`src/rtl/swap_sequencer.sv`:
```
// swap_sequencer: runs NUM_STAGES processing stages in strict order, then
// requests a buffer swap and loops back to stage 0 while enable stays high.
// Each stage has a start/start_ack handshake and a synchronised done level.
// The done level is converted into a single-cycle rising-edge event.
// A frame counter counts completed swaps.
// Optional per-stage watchdog: define SWAP_SEQ_WATCHDOG_EN.
//
// Handshakes: start[i] and swap are request levels. Each is held until the
// cycle where it is high together with its ack. That handshake edge retires
// the request, and the request is low in the following cycle. An ack that
// arrives while its request is low is ignored.
module swap_sequencer #(
    parameter int NUM_STAGES  = 2,
    parameter int SYNC_STAGES = 2,
    parameter int TIMEOUT_W   = 24,
    parameter int FCNT_W      = 16
) (
    input  logic                  clock,
    input  logic                  reset,
    input  logic                  enable,
    output logic [NUM_STAGES-1:0] start,
    input  logic [NUM_STAGES-1:0] start_ack,
    input  logic [NUM_STAGES-1:0] done,
    output logic [NUM_STAGES-1:0] done_ack,
    output logic                  swap,
    input  logic                  swap_ack,
    output logic                  busy,
    output logic [2:0]            stage,
    output logic [FCNT_W-1:0]     frame_count,
    input  logic [TIMEOUT_W-1:0]  timeout_limit,
    output logic                  timeout,
    input  logic                  clear_err,
    output logic [1:0]            state_dbg
);

    typedef enum logic [1:0] {
        S_IDLE  = 2'd0,
        S_START = 2'd1,
        S_WAIT  = 2'd2,
        S_SWAP  = 2'd3
    } state_t;

    state_t                state_q, state_d;
    logic [2:0]            cur_q, cur_d;
    logic                  enable_q;
    logic [NUM_STAGES-1:0] sync_q [SYNC_STAGES];
    logic [NUM_STAGES-1:0] done_dly_q;
    logic [NUM_STAGES-1:0] done_edge;
    logic [NUM_STAGES-1:0] cur_onehot;
    logic                  start_hit;
    logic                  done_hit;
    logic                  last_stage;
    logic                  wd_fire;
    logic                  err_block;

    // Done synchronisers and edge-detect delay flops; these run in every state.
    always_ff @(posedge clock) begin
        if (reset) begin
            for (int s = 0; s < SYNC_STAGES; s++) sync_q[s] <= '0;
            done_dly_q <= '0;
        end else begin
            sync_q[0] <= done;
            for (int s = 1; s < SYNC_STAGES; s++) sync_q[s] <= sync_q[s-1];
            done_dly_q <= sync_q[SYNC_STAGES-1];
        end
    end

    assign done_ack  = sync_q[SYNC_STAGES-1];
    assign done_edge = done_ack & ~done_dly_q;

    // Registered run request, so no input reaches an output combinationally.
    always_ff @(posedge clock) begin
        if (reset) enable_q <= 1'b0;
        else       enable_q <= enable;
    end

    // One-hot decode of the active stage index.
    always_comb begin
        cur_onehot = '0;
        for (int i = 0; i < NUM_STAGES; i++) cur_onehot[i] = (cur_q == 3'(i));
    end

    assign start_hit  = |(start_ack & cur_onehot);
    assign done_hit   = |(done_edge & cur_onehot);
    assign last_stage = (cur_q == 3'(NUM_STAGES - 1));

    // State register.
    always_ff @(posedge clock) begin
        if (reset) begin
            state_q <= S_IDLE;
            cur_q   <= '0;
        end else begin
            state_q <= state_d;
            cur_q   <= cur_d;
        end
    end

    // Next-state logic; a watchdog firing overrides every other transition.
    always_comb begin
        state_d = state_q;
        cur_d   = cur_q;
        case (state_q)
            S_IDLE: begin
                if (enable_q && !err_block) begin
                    state_d = S_START;
                    cur_d   = '0;
                end
            end
            S_START: begin
                if (start_hit) state_d = S_WAIT;
            end
            S_WAIT: begin
                if (done_hit) begin
                    if (last_stage) begin
                        state_d = S_SWAP;
                        cur_d   = '0;
                    end else begin
                        state_d = S_START;
                        cur_d   = cur_q + 3'd1;
                    end
                end
            end
            S_SWAP: begin
                if (swap_ack) begin
                    state_d = enable_q ? S_START : S_IDLE;
                    cur_d   = '0;
                end
            end
            default: begin
                state_d = S_IDLE;
                cur_d   = '0;
            end
        endcase
        if (wd_fire) begin
            state_d = S_IDLE;
            cur_d   = '0;
        end
    end

    // Outputs decoded from registered state only.
    always_comb begin
        start     = (state_q == S_START) ? cur_onehot : '0;
        swap      = (state_q == S_SWAP);
        busy      = (state_q != S_IDLE);
        stage     = (state_q == S_START || state_q == S_WAIT) ? cur_q : 3'd0;
        state_dbg = state_q;
    end

    // Frame counter advances on the swap handshake edge and wraps naturally.
    always_ff @(posedge clock) begin
        if (reset)                             frame_count <= '0;
        else if (state_q == S_SWAP && swap_ack) frame_count <= frame_count + 1'b1;
    end

`ifdef SWAP_SEQ_WATCHDOG_EN
    logic [TIMEOUT_W-1:0] wd_cnt_q;
    logic                 in_stage;
    logic                 wd_enter;

    assign in_stage  = (state_q == S_START) || (state_q == S_WAIT);
    assign wd_enter  = ((state_d == S_START) || (state_d == S_WAIT)) &&
                       ((state_d != state_q) || (cur_d != cur_q));
    // Counter value k means k cycles have passed since entry, so the limit is
    // reached on the edge where the count would step to timeout_limit.
    assign wd_fire   = in_stage && (timeout_limit != '0) &&
                       (wd_cnt_q == timeout_limit - TIMEOUT_W'(1));
    assign err_block = timeout;

    // Per-state cycle counter and sticky error flag; firing beats clear_err.
    always_ff @(posedge clock) begin
        if (reset) begin
            wd_cnt_q <= '0;
            timeout  <= 1'b0;
        end else begin
            if (wd_enter)      wd_cnt_q <= '0;
            else if (in_stage) wd_cnt_q <= wd_cnt_q + 1'b1;
            if (wd_fire)        timeout <= 1'b1;
            else if (clear_err) timeout <= 1'b0;
        end
    end
`else
    logic unused_wd_inputs;

    assign unused_wd_inputs = ^{timeout_limit, clear_err};
    assign wd_fire          = 1'b0;
    assign err_block        = 1'b0;
    assign timeout          = 1'b0;
`endif

endmodule

```
`config.mk`:
```
export PLATFORM = sky130hd
export DESIGN_NAME = swap_sequencer
export DESIGN_NICKNAME = d
export VERILOG_FILES = /design/src/rtl/swap_sequencer.sv
export SDC_FILE = /design/constraint.sdc
export NUM_CORES = 1
export LEC_CHECK = 0
export ABC_AREA = 1
export BUFFER_PORTS_ARGS = -buffer_cell sky130_fd_sc_hd__buf_2
export CELL_PAD_IN_SITES_DETAIL_PLACEMENT = 1
export CELL_PAD_IN_SITES_GLOBAL_PLACEMENT = 1
export CORE_MARGIN = 2
export CORE_UTILIZATION = 32
export DETAILED_ROUTE_END_ITERATION = 8
export PLACE_DENSITY = 0.85
export SLEW_MARGIN = 20
export SYNTH_ARGS = -nofsm -noshare
export SYNTH_HDL_FRONTEND = slang
export SYNTH_SLANG_ARGS = --single-unit
```
`constraint.sdc`:
```
create_clock -name clock -period 1.75 [get_ports clock]
set_input_delay 0.35 -clock clock [delete_from_list [all_inputs] [get_ports clock]]
set_output_delay 0.35 -clock clock [all_outputs]
set_load 0.05 [all_outputs]
```
## Word level (Yosys, flattened, before mapping)

Memory sizes are Yosys's and may differ from the RTL's.
Index checks and enable logic that the tools add are counted.

| operators by class | value |
|---|---|
| add/subtract/negate cells | 2 |
| eq/ne operators | 8 |
| mux-type cells | 19 |
| bitwise operators | 6 |
| reductions and logical operators | 10 |

Operators with widths:

| cell | number |
|---|---|
| adder 16 x 1 -> 16 bit (second input constant) | 1 |
| two-way mux 2 bit | 8 |
| two-way mux 3 bit | 5 |
| case mux 3 bit (3 select lines) | 1 |
| case mux 2 bit (4 select lines) | 1 |
| AND reduction 4 bit | 2 |
| bitwise AND 2 bit | 3 |
| != test 2 bit (second input constant) | 3 |
| equality test 2 bit (second input constant) | 2 |
| two-way mux 1 bit | 4 |
| OR reduction 2 bit | 2 |
| adder 3 x 1 -> 3 bit (second input constant) | 1 |
| equality test 3 x 1 -> 1 bit (second input constant) | 1 |
| zero test 3 bit | 1 |
| nonzero test 3 bit | 1 |
| equality test 2 x 1 -> 1 bit (second input constant) | 1 |
| zero test 2 bit | 1 |
| != test 2 x 1 -> 1 bit (second input constant) | 1 |
| inverter 2 bit | 1 |
| bitwise OR 1 bit | 2 |
| nonzero test 2 bit | 1 |
| logical AND 1 bit | 1 |
| logical OR 1 bit | 1 |

| storage, ports and cells | value |
|---|---|
| register bits | 24 |
| memory bits (writable) | 4 |
| input port bits | 33 |
| output and inout port bits | 28 |
| logic and storage cells | 51 |
| memories | 1 |

Memories:

| name | depth | width | rd ports | clocked after Yosys merged registers in | write ports | line | text |
|---|---|---|---|---|---|---|---|
| sync_q | 2 | 2 | 2 | 0 | 2 | 46 | `logic [NUM_STAGES-1:0] sync_q [SYNC_STAGES];` |

## Logic depth before layout (Yosys ltp)

| logic depth | value |
|---|---|
| depth after elaboration | 6 |
| mapped depth | 9 |
| mapped depth without buffers | 9 |

## Worst setup path after synthesis

No wires, ideal clock.

| path | value |
|---|---|
| path type | register to output |
| from | register state_q[0] (netlist: state_dbg[0]) |
| to | output start[0] |
| arrival | 2.484 ns |
| required time | 1.400 ns |
| setup slack | -1.084 ns |
| stages on the path, launching flop included | 4 |
| path buffers | 0 |
| cell sequence | dfxtp_1 -> ha_1 -> inv_1 -> nor4_1 |

| between the ends | value |
|---|---|
| cells in the longest elaborated chain, start to end | 2 |

RTL lines:

| item | line | text |
|---|---|---|
| start, declared | 43 | `state_t state_q, state_d;` |
| start signal, assigned | 93 | `state_q <= state_d;` |
| equality test 2 x 1 -> 1 bit | 142 | `start = (state_q == S_START) ? cur_onehot : '0;` |
| two-way mux 2 bit | 142 |  |
| end, declared | 21 | `output logic [NUM_STAGES-1:0] start,` |

Every way passes these cells.

## Final worst setup path

| path | value |
|---|---|
| from | register state_q[0] (netlist: state_dbg[0]) |
| to | output stage[2] |

| between the ends | value |
|---|---|
| cells in the longest elaborated chain, start to end | 3 |
| elaborated cells between the ends (all ways) | 4 |
| those cells by class | eq/ne: 2; mux: 1; reduce/logical: 1 |

RTL lines:

| item | line | text |
|---|---|---|
| equality test 2 x 1 -> 1 bit or equality test 2 bit (tied branches) | 145 | `stage = (state_q == S_START \|\| state_q == S_WAIT) ? cur_q : 3'd0;` |
| logical OR 1 bit * | 145 |  |
| two-way mux 3 bit * | 145 |  |
| end, declared | 28 | `output logic [2:0] stage,` |

Mark *: on every way between the ends. The rest lies on a longest branch, timed or not.

==> impl_metrics.json <==
{
  "period_share_pct": 99.5,
  "cts_hold_buffers": 0,
  "drc": 0,
  "finClkSkew_ns": 0.00786,
  "synthCells": 199,
  "fin_crit_ns": 1.74,
  "cp-end-kind": "output pin",
  "n_antenna_cell": 0,
  "cts_buffer_depth": 2,
  "min_to": "sync_q[0][0]",
  "syn_area_mm2": 0.00145,
  "cp_top_family": "flip-flops",
  "grt.total_usage_pct": 15.2,
  "ys_seq_elements": 28,
  "hold_slack_ns": 0.284,
  "synthArstFlopShare_pct": 0,
  "wirelength_um": 3630,
  "ys_types": 26,
  "avgRoutedWirePerCell_um": 12.5,
  "grt_overflow": 0,
  "ys_warn_count": 0,
  "numClockSinks": 28,
  "area_delta_synth_final_pct": 29.7,
  "path_buf_inv": 3,
  "drv_slew": 0,
  "synth_edf_count": 0,
  "ioPinCount": 61,
  "gp_congestion": 0.763,
  "critPathKind": "register to output pin",
  "synth.largest_area_cell": "dfxtp_1",
  "critPathMaxFanout": 4,
  "clock_latency_ns": 0.27,
  "grt_pass1_vias": 1402,
  "path_cells": "clkinvlp_4 -> ha_4 -> nand2_2 -> inv_2 -> buf_8",
  "finish.utilization_pct": 43.2,
  "outcome": "complete, no violations",
  "rows": 24,
  "worstRegToRegCells": 10,
  "clock.fmax_mhz": 574,
  "cp_slowest_stage_delay_ns": 0.40,
  "min_path_type": "input pin to register",
  "portBuffers": 34,
  "htree_levels": 1,
  "grt_setup_unrepaired": "yes",
  "cp_num_cells": 5,
  "crit_slowest_cell": "dfxtp_4",
  "crit_required_ns": 1.40,
  "avgSynthCellArea_um2": 7.29,
  "worstSetupStartpointType": "register",
  "grt_max_degree": 16,
  "seq_area_frac_synth_pct": 38.6,
  "cts_tree": "done",
  "antenna_found_initial": 0,
  "r2r_setup_slack_ns": 0.21,
  "hpwlAfterDp_um": 2740,
  "min_from": "done[0]",
  "drv_cap": 0,
  "power.leakage_nw": 0.877,
  "ant_nets": 0,
  "ys.flop_type": "dfxtp_1",
  "hold_viol_final": 0,
  "ir_drop_mv": 0.313,
  "synth_common_cells": "33 x inv_1, 32 x nor2_1, 28 x dfxtp_1",
  "vias_per_cell": 4.75,
  "synth_top_area_share_pct": 38.6,
  "hold_depth": 3,
  "die_width_um": 71.3,
  "arrival_ns": 1.39,
  "setup_viol": 0,
  "drtPass1Iterations": 4,
  "syn-num-nets": 238,
  "start_util_pct": 33.3,
  "layout-drive-gt1-share_pct": 35.1,
  "r2r-start": "state_dbg[0]",
  "r2r_end": "frame_count[8]",
  "first_iter_violations": 46,
  "die_y_um": 71.3,
  "vias": 1381,
  "coreArea_mm2": 0.00435,
  "netlist_top_cells_area": "dfxtp_1 39%, inv_1 8.5%, nor2_1 8.3%",
  "power_density_mw_per_mm2": 958,
  "grt_pass1_wl_um": 6270,
  "die_area_mm2": 0.00509,
  "clockRootBuffer": "clkbuf_8",
  "fin_nets": 279,
  "cts_buffers": 3,
  "cts.clk_slew.worst_paths_ns": 0.09,
  "synth_most_common_cell": "inv_1"
}
## metrics by stage
| step | area, um^2 | total power [mW] | setup TNS [ns] | std cells | worst slack (ns) |
|---|---|---|---|---|---|
| global placement | 1710 | 1.29 | 0 | 281 | 0.161 |
| floorplan | 1500 | 1.19 | 0 | 199 | 0.0239 |
| CTS | 1820 | 1.74 | 0 | 286 | 0.00528 |
| detailed placement | 1710 | 1.31 | 0 | 281 | 0.133 |
| global route | 1880 | 1.92 | -0.157 | 291 | -0.0612 |
| finish | 1880 | 1.80 | 0 | 291 | 0.00854 |
## how the worst max path moves through the flow
stage	startpoint	end	slack, ns
final	state_dbg[0]	stage[2]	0.009
after global routing	state_dbg[0]	stage[0]	-0.06
after CTS	state_dbg[1]	start[0]	0.005
after detailed placement	state_dbg[1]	start[0]	0.13
after global placement	state_dbg[1]	start[0]	0.16
after floorplan	state_dbg[1]	start[0]	0.02
## where the power goes
group / leakage, nW / switching, mW / total [mW] / internal, mW
Combinational: 0.625 / 0.466 / 0.735 / 0.269
Clock: 0.0231 / 0.192 / 0.350 / 0.157
Sequential: 0.229 / 0.0423 / 0.718 / 0.676
## area by class of cell
class / instances / area [um^2]
clock buffer: 3 / 41.3
clock inverter: 1 / 3.75
fill: 561 / 2470
inverter: 36 / 144
multi-input combinational: 129 / 791
sequential: 28 / 568
tap: 52 / 65.1
timing repair buffer: 42 / 269
## layer usage
metal	share of wire, %	up-vias	track usage (%)	wire length, um
li1	-	700	-	-
met2	51	31	26.5	1860
met1	43	646	19.1	1570
met5	0	-	0	0
met4	0.99	0	4.82	36
met3	4.6	4	2.39	165
## worst reg2reg max path, stage by stage (launching register included)
cell and delay [ns]:
dfxtp_4 0.40, buf_4 0.13, ha_4 0.17, nand2_2 0.08, inv_2 0.10, nand3_2 0.12, nor2_4 0.15, inv_2 0.07
nor2_4 0.08, nand2_1 0.05, a21oi_1 0.13
## registers in the layout, summed over array words and instances (netlist names)
register     count
frame_count     16
sync_q           4
cur_q            3
done_dly_q       2
state_dbg        2
enable_q         1
## cell families (layout without fill, tap and decap cells)
kind of cell	count (synthesis)	count (layout)	synth area share, %
flip-flops	28	28	38.6
AO/OA/AOI/OAI	23	23	8.62
adder cells (fa/ha/maj)	6	6	5.17
XOR/XNOR	2	2	1.21
AND/OR/NAND/NOR	97	97	34.2
other	1	1	0.258
buffers and inverters	42	82	11.9
## placed cells by master (no fill, tap or decap)
cell / synthesis / routed
ha_4: 0 / 3
conb_1: 1 / 1
inv_6: 0 / 1
nand3_2: 7 / 7
clkbuf_8: 0 / 3
o21ai_2: 1 / 1
nor4_4: 0 / 2
clkinvlp_4: 0 / 1
a31oi_1: 1 / 1
nor3_1: 3 / 3
o21a_1: 1 / 1
buf_2: 0 / 29
buf_4: 4 / 9
clkinv_1: 0 / 1
nor2_2: 3 / 3
inv_1: 33 / 27
ha_1: 6 / 3
a21oi_1: 10 / 10
inv_2: 3 / 7
buf_6: 0 / 1
buf_8: 0 / 3
nand2_1: 27 / 25
nor2_4: 3 / 3
nor3_4: 1 / 1
nand2_2: 6 / 8
nor2_1: 32 / 32
o21ai_1: 1 / 1
dfxtp_1: 28 / 26
nand4_1: 5 / 5
nand3_1: 8 / 8
o21ai_0: 8 / 8
o21bai_1: 1 / 1
xor2_1: 2 / 2
dfxtp_4: 0 / 2
## what timing repair did
| action | CTS | global route |
|---|---|---|
| pin swaps | 0 | 2 |
| hold endpoints to repair | 0 | 0 |
| resized for setup | 13 | 10 |
| buffers inserted | 1 | 5 |
| endpoints found under the setup margin | 5 | 4 |
Note: power is estimated with default switching activity, not from simulation.
